[src/rtl/seq_pkg.sv]
// Shared definitions for the instruction stage sequencer: state encodings,
// halt opcode and default memory timeout.
package seq_pkg;

  typedef enum logic [2:0] {
    ST_FETCH     = 3'd0,
    ST_DECODE    = 3'd1,
    ST_EXECUTE   = 3'd2,
    ST_MEMORY    = 3'd3,
    ST_WRITEBACK = 3'd4,
    ST_HALT      = 3'd5
  } state_t;

  localparam logic [10:0] HLT_OPCODE          = 11'h6A2;
  localparam int          MEM_TIMEOUT_DEFAULT = 15;

  // Width needed to hold values 0..limit.
  function automatic int count_bits(input int limit);
    return (limit < 2) ? 1 : $clog2(limit + 1);
  endfunction

endpackage

[src/rtl/wait_counter.sv]
// MEMORY-state wait counter. terminal flags the increment that makes the
// count reach LIMIT, so the caller can fault on that same cycle.
module wait_counter
  import seq_pkg::*;
#(
  parameter int LIMIT = MEM_TIMEOUT_DEFAULT,
  parameter int W     = count_bits(LIMIT)
) (
  input  logic clock,
  input  logic reset,
  input  logic clear,
  input  logic enable,
  output logic terminal
);

  logic [W-1:0] count_q;

  // Clear has priority over counting; hold when not enabled.
  always_ff @(posedge clock or posedge reset) begin
    if (reset)       count_q <= '0;
    else if (clear)  count_q <= '0;
    else if (enable) count_q <= count_q + {{(W-1){1'b0}}, 1'b1};
  end

  // Terminal count: this increment brings the count to LIMIT.
  always_comb begin
    terminal = enable && (count_q == W'(LIMIT - 1));
  end

endmodule

[src/rtl/stage_sequencer.sv]
// Multi-cycle instruction stage sequencer: FETCH/DECODE/EXECUTE/MEMORY/
// WRITEBACK with HALT, memory timeout fault and a retired-instruction count.
//
// state     | meaning
// FETCH     | request instruction, load IR on instrReady
// DECODE    | one cycle, detect halt opcode
// EXECUTE   | ALU strobe, branch on decoded flags
// MEMORY    | data access until dataReady or timeout
// WRITEBACK | register write plus PC update
// HALT      | sticky stop until reset
module stage_sequencer
  import seq_pkg::*;
#(
  parameter int MEM_TIMEOUT = MEM_TIMEOUT_DEFAULT,
  parameter int COUNT_WIDTH = 16
) (
  input  logic                   clock,
  input  logic                   reset,
  input  logic                   instrReady,
  input  logic [31:0]            instruction,
  input  logic                   memRead,
  input  logic                   memWrite,
  input  logic                   regWriteFlag,
  input  logic                   branch,
  input  logic                   unconditionalBranch,
  input  logic                   dataReady,
  input  logic                   stall,
  output logic                   fetchRequest,
  output logic                   irLoad,
  output logic                   aluEnable,
  output logic                   memEnable,
  output logic                   regWriteEnable,
  output logic                   pcWrite,
  output logic [2:0]             state,
  output logic                   halted,
  output logic                   memFault,
  output logic [COUNT_WIDTH-1:0] retiredCount
);

  state_t                 state_q;
  logic                   mem_fault_q;
  logic [COUNT_WIDTH-1:0] retired_q;
  logic                   timeout;
  logic                   wait_clear;
  logic                   wait_enable;

  // Branch kind does not change sequencing; low instruction bits belong to
  // the datapath.
  logic unused_inputs;
  assign unused_inputs = ^{instruction[20:0], branch, unconditionalBranch};

  // Counter runs only in non-stalled MEMORY cycles still waiting on data.
  always_comb begin
    wait_clear  = (state_q != ST_MEMORY);
    wait_enable = (state_q == ST_MEMORY) && !stall && !dataReady;
  end

  wait_counter #(
    .LIMIT (MEM_TIMEOUT)
  ) u_wait_counter (
    .clock    (clock),
    .reset    (reset),
    .clear    (wait_clear),
    .enable   (wait_enable),
    .terminal (timeout)
  );

  // Combinational strobes and levels; stall suppresses pulses only.
  always_comb begin
    fetchRequest   = 1'b0;
    irLoad         = 1'b0;
    aluEnable      = 1'b0;
    memEnable      = 1'b0;
    regWriteEnable = 1'b0;
    pcWrite        = 1'b0;
    case (state_q)
      ST_FETCH: begin
        fetchRequest = 1'b1;
        irLoad       = instrReady && !stall;
      end
      ST_EXECUTE: begin
        aluEnable = !stall;
        pcWrite   = !stall && !(memRead || memWrite) && !regWriteFlag;
      end
      ST_MEMORY: begin
        memEnable = 1'b1;
        pcWrite   = !stall && dataReady && !memRead;
      end
      ST_WRITEBACK: begin
        regWriteEnable = !stall;
        pcWrite        = !stall;
      end
      default: ;
    endcase
  end

  // State register, sticky fault and retirement counter.
  always_ff @(posedge clock or posedge reset) begin
    if (reset) begin
      state_q     <= ST_FETCH;
      mem_fault_q <= 1'b0;
      retired_q   <= '0;
    end else begin
      if (pcWrite) retired_q <= retired_q + {{(COUNT_WIDTH-1){1'b0}}, 1'b1};
      case (state_q)
        ST_FETCH:
          if (!stall && instrReady) state_q <= ST_DECODE;
        ST_DECODE:
          if (!stall) state_q <= (instruction[31:21] == HLT_OPCODE) ? ST_HALT : ST_EXECUTE;
        ST_EXECUTE:
          if (!stall) begin
            if (memRead || memWrite) state_q <= ST_MEMORY;
            else if (regWriteFlag)   state_q <= ST_WRITEBACK;
            else                     state_q <= ST_FETCH;
          end
        ST_MEMORY:
          if (!stall) begin
            if (dataReady) begin
              state_q <= memRead ? ST_WRITEBACK : ST_FETCH;
            end else if (timeout) begin
              mem_fault_q <= 1'b1;
              state_q     <= ST_HALT;
            end
          end
        ST_WRITEBACK:
          if (!stall) state_q <= ST_FETCH;
        ST_HALT:
          state_q <= ST_HALT;
        default:
          state_q <= ST_HALT;
      endcase
    end
  end

  assign state        = state_q;
  assign halted       = (state_q == ST_HALT);
  assign memFault     = mem_fault_q;
  assign retiredCount = retired_q;

endmodule
[config.mk]
export PLATFORM = sky130hd
export DESIGN_NAME = stage_sequencer
export DESIGN_NICKNAME = d
export VERILOG_FILES = /design/src/rtl/seq_pkg.sv /design/src/rtl/wait_counter.sv /design/src/rtl/stage_sequencer.sv
export SDC_FILE = /design/constraint.sdc
export NUM_CORES = 1
export LEC_CHECK = 0
export CORE_MARGIN = 8
export CORE_UTILIZATION = 35
export DETAILED_ROUTE_END_ITERATION = 16
export GPL_ROUTABILITY_DRIVEN = 1
export PLACE_DENSITY_LB_ADDON = 0.08
export SLEW_MARGIN = 20
export SYNTH_ARGS = -nofsm -noshare
export SYNTH_HDL_FRONTEND = slang
export SYNTH_SLANG_ARGS = --single-unit
export TNS_END_PERCENT = 30
[constraint.sdc]
create_clock -name clock -period 3.6 [get_ports clock]
set_input_delay 0.72 -clock clock [delete_from_list [all_inputs] [get_ports clock]]
set_output_delay 0.72 -clock clock [all_outputs]
set_load 0.05 [all_outputs]
After elaboration in Yosys (flattened, before gate mapping)
Index checks and enable logic that the tools add are counted.
- register bits after elaboration: 24
- output and inout bits: 27
- $add $sub $neg: 2
- equality and inequality tests: 14
- mux-type cells: 20
- bitwise operators: 2
- reductions and logical operators: 18
- operators by type and width (operator ; number):
    two-way mux 3 bit ; 11
    adder 16 x 1 -> 16 bit (second input constant) ; 1
    one-hot mux 3 bit (5 select lines) ; 1
    equality test 11 bit (second input constant) ; 1
    inequality test 2 bit (second input constant) ; 5
    logical AND 1 bit ; 8
    two-way mux 4 bit ; 2
    equality test 3 x 2 -> 1 bit (second input constant) ; 2
    equality test 3 bit (second input constant) ; 2
    AND reduction 6 bit ; 1
    logical NOT 1 bit ; 5
    two-way mux 1 bit ; 5
    adder 4 x 1 -> 4 bit (second input constant) ; 1
    equality test 4 bit (second input constant) ; 1
    AND reduction 4 bit ; 1
    equality test 3 x 1 -> 1 bit (second input constant) ; 1
    logical NOT 3 bit ; 1
    inequality test 3 x 2 -> 1 bit (second input constant) ; 1
    inequality test 3 bit (second input constant) ; 1
    one-hot mux 1 bit (3 select lines) ; 1
    inverter 1 bit ; 2
    nonzero test 2 bit ; 1
    logical OR 1 bit ; 1

Logic depth before layout (Yosys ltp)
- word-level depth: 8
- gate-level depth with buffers: 7
- mapped depth without buffers: 6

Modules after synthesis
From an unflattened synthesis, not the netlist that was laid out.
- cell total of the unflattened synthesis: 140
- area total of the unflattened synthesis: 1407.6 µm²
- modules (own cells, without submodules) (module ; times used ; cells each ; area an instance (µm²) ; sequential area each (µm²)):
    stage_sequencer ; 1 ; 119 ; 1181.1 ; 500.5
    wait_counter ; 1 ; 21 ; 226.5 ; 100.1

Worst setup path after synthesis
Ideal clock, no wire load.
- kind: reg2out
- from: reg state_q[1], in the netlist state[1]
- to: out aluEnable
- arrival time: 2.057 ns
- required time: 2.880 ns
- setup slack: 0.823 ns
- cell stages (with the launch flop): 3
- cells stage by stage: dfrtp_1 > nor2b_1 > nor3b_1
- longest elaborated chain between the ends: 2
- RTL lines (element ; RTL line ; RTL):
    from (decl) ; stage_sequencer.sv:40 ; state_t state_q;
    from (signal assigned) ; stage_sequencer.sv:109 ; if (!stall) state_q <= (instruction[31:21] == HLT_OPCODE) ? ST_HALT : ST_EXECUTE;
    from (signal assigned) ; stage_sequencer.sv:119 ; state_q <= memRead ? ST_WRITEBACK : ST_FETCH;
    equality test 3 x 2 -> 1 bit ; stage_sequencer.sv:76 ; case (state_q)
    two-way mux 1 bit ; stage_sequencer.sv:76 ;
    to (decl) ; stage_sequencer.sv:30 ; output logic aluEnable,
No other way between the ends.

Worst setup path in the final report
- from: in stall
- to: out irLoad
- longest elaborated chain between the ends: 3
- RTL lines (element ; RTL line ; RTL):
    from (decl) ; stage_sequencer.sv:27 ; input logic stall,
    logical NOT 1 bit ; -- ;
    logical AND 1 bit ; stage_sequencer.sv:79 ; irLoad = instrReady && !stall;
    two-way mux 1 bit ; stage_sequencer.sv:76 ;
    to (decl) ; stage_sequencer.sv:29 ; output logic irLoad,
No other way between the ends.

==> impl_results.md <==
- WL per Instance: 14.5 um
- Pre-CTS setup slack: 0.413 ns
- Worst vdd ir: 0.334 mV
- GRT Overall Usage: 0.111
- Achievable frequency: 0.315 GHz
- Post-CTS resize count: 0
- Max Cap Violations: 0
- Met2 Use GR: 0.182
- Post-synth top area cell: dfrtp_1
- Via count of the first global-routing pass: ~1200
- Crit path DAT: around 2.5 ns
- Slowest CP cell: clkdlybuf4s50_1
- Clock transition at path regs: around 0.09 ns
- Most common cell after layout, fill and taps aside: clkdlybuf4s50_1
- Syn Area/Cell: 9.76 um2
- First-pass DRT Iterations: 4
- Die height: 77.4 um
- Root Buffer: clkbuf_8
- Max-slew headroom at the worst pin: 0.403
- GR Layer Usage met1: 0.130
- Worst Skew: approximately 0.0038 ns
- Die Wd: around 77 um
- Num ports: 69
- Seq/Total Area, Yosys: 0.456
- Vias: 1150
- Final WS setup: 0.421 ns
- Critical path's top delay family: buffers and inverters
- Final Critical Period: 3.18 ns
- Unrepaired setup endpoints after global routing: no
- Largest net degree at the start of global routing: 25
- Endpoints failing setup: 0
- Post-detail-place hpwl: about 2500 um
- Iteration-0 DRC Markers: 59
- First-pass GRT wire length: 5550 um
- Syn. warnings: 0
- Syn Nets: 180
- Share of the synthesized area in the top cell type: 0.456
- Initial Util: 0.363
- Top cell by count, worst path: clkdlybuf4s50_1
- Vias per cell: between 5 and 6
- GRT overflow: 0
- Commonest non-fill, non-tap cells in the layout: clkdlybuf4s50_1 (44), dfrtp_1 (24), xnor2_1 (15), nor2_1 (13), nand4_1 (9)
- Slowest stage delay, CP: 0.80 ns
- Yosys cell types: 37
- Pleak: 0.766 nW
- Total CTS buffers: 3
- Crit path max fanout: 8
- Setup bufs post-CTS: 0
- Critical Setup Path Class: primary input to output port
- Met3 GRT Util: 0.0484
- Share of cells above drive strength 1: 0.0449
- CTS tree: built
- Post-DRT Antenna Nets: 0
- FP Rows: 22
- PwrDens: 610 mW/mm2
- Reg2Reg Setup Slack: 1.64 ns
- Buf/Inv on CP: 2
- Antenna Cells: 0
- CP startpoint kind: primary input
- DIE AREA: 0.00598 mm2
- Initial antenna violation count: 0
- Final nets: between 200 and 250
- Syn Inst Count: between 100 and 150
- CTS H-tree depth: 1
- Total negative slack: 0 ns
- Max-slew violation count: 0
- Crit. End Element: output port
- Endpoints failing hold: 0
- Status: finished clean
- FF+latch count, synth: 24
- GP Congestion: 0.785
- CTS Hold Bufs: 0
- Layout area overhead: 41.3%
- Mapped cell area: 0.00132 mm2
- CTS Buffer Depth: 2
- Worst-path cell chain: clkdlybuf4s50_1, nor4_1, and2_1, clkdlybuf4s50_1
- Hold Path Class: register to register
- Period utilization: 0.883
- Final hold slack: 0.475 ns
- Clock sink count: 24
- Required time of the critical path: 2.88 ns
- Final wirelength: around 3300 um
- Port Buffers: 45
- Core area: 0.00363 mm2
- Final Util: 0.512
- DRC viols: 0
- Clk_lat worst skew: 0.27 ns
- Worst slew pin tran: 0.895 ns
- Synth area leaders: dfrtp_1 (46%), xnor2_1 (10%), nand4_1 (4.3%)
- GR peak layer: met2
[stage by stage]
step	cell area, um2	power (mW)	instances
after floorplan	1320	0.772	135
after global placement	1810	0.951	222
after detailed placement	1810	0.957	222
after CTS	1860	1.15	226
after global routing	1860	1.20	226
final	1860	1.14	226
[layout make-up]
class / instances / area, um2
clock buffer: 4 / 55.1
sequential: 24 / 601
timing repair buffer: 46 / 468
inverter: 5 / 18.8
fill: 367 / 1770
tap: 48 / 60.1
multi-input combinational: 99 / 659
[logic make-up (layout without fill, tap and decap cells)]
group / Yosys count / in the layout / share of synthesized area
AND/OR/NAND/NOR: 59 / 59 / 0.247
adder cells (fa/ha/maj): 3 / 3 / 0.0285
AO/OA/AOI/OAI: 18 / 18 / 0.0969
multiplexers: 1 / 1 / 0.00855
buffers and inverters: 12 / 55 / 0.0437
XOR/XNOR: 18 / 18 / 0.120
flip-flops: 24 / 24 / 0.456
[cell usage after synthesis (all sizes together)]
| master | number |
|---|---|
| o211a | 1 |
| nand4b | 1 |
| nand2b | 1 |
| inv | 5 |
| o31a | 1 |
| nor2b | 2 |
| and3b | 1 |
| o21bai | 1 |
| mux2 | 1 |
| nand2 | 7 |
| nand3 | 8 |
| and3 | 5 |
| nand4 | 9 |
| a21oi | 4 |
| dfrtp | 24 |
| nor4bb | 1 |
| a211oi | 1 |
| ha | 3 |
| xor2 | 3 |
| nor3b | 1 |
| nor4 | 2 |
| nor3 | 2 |
| buf | 5 |
| o31ai | 2 |
| xnor2 | 15 |
| o21ai | 4 |
| nor4b | 1 |
| a311oi | 1 |
| and2 | 3 |
| and4b | 1 |
| and4 | 1 |
| clkbuf | 2 |
| a31oi | 3 |
| nor2 | 13 |
[state kept, by name, indices dropped and copies added (netlist names)]
signal and count:
memFault 1, retiredCount 16, state 3, u_wait_counter.count_q 4
[power by group]
group / total (mW) / internal, mW / switching, mW
clock: 0.185 / 0.0977 / 0.0872
combinational: 0.559 / 0.204 / 0.355
sequential: 0.391 / 0.308 / 0.0831
total: 1.14 / 0.610 / 0.525
[path summary, 6_finish.rpt]
check                                  from                to  depth (start not counted)
setup / recovery                      stall            irLoad                          4
max in group asynchronous             reset   retiredCount[2]                          2
setup reg to reg                   state[0]   retiredCount[1]                          5
min in group asynchronous             reset          memFault                          2
hold / removal             retiredCount[15]  retiredCount[15]                          1
hold reg to reg            retiredCount[15]  retiredCount[15]                          1
[layer usage]
metal | wire length [um] | share of wire
met1 | 1460 | 0.44
met2 | 1520 | 0.46
met3 | 278 | 0.085
met5 | 0 | 0
met4 | 29 | 0.0088
Power figures use the tool's default switching activity.
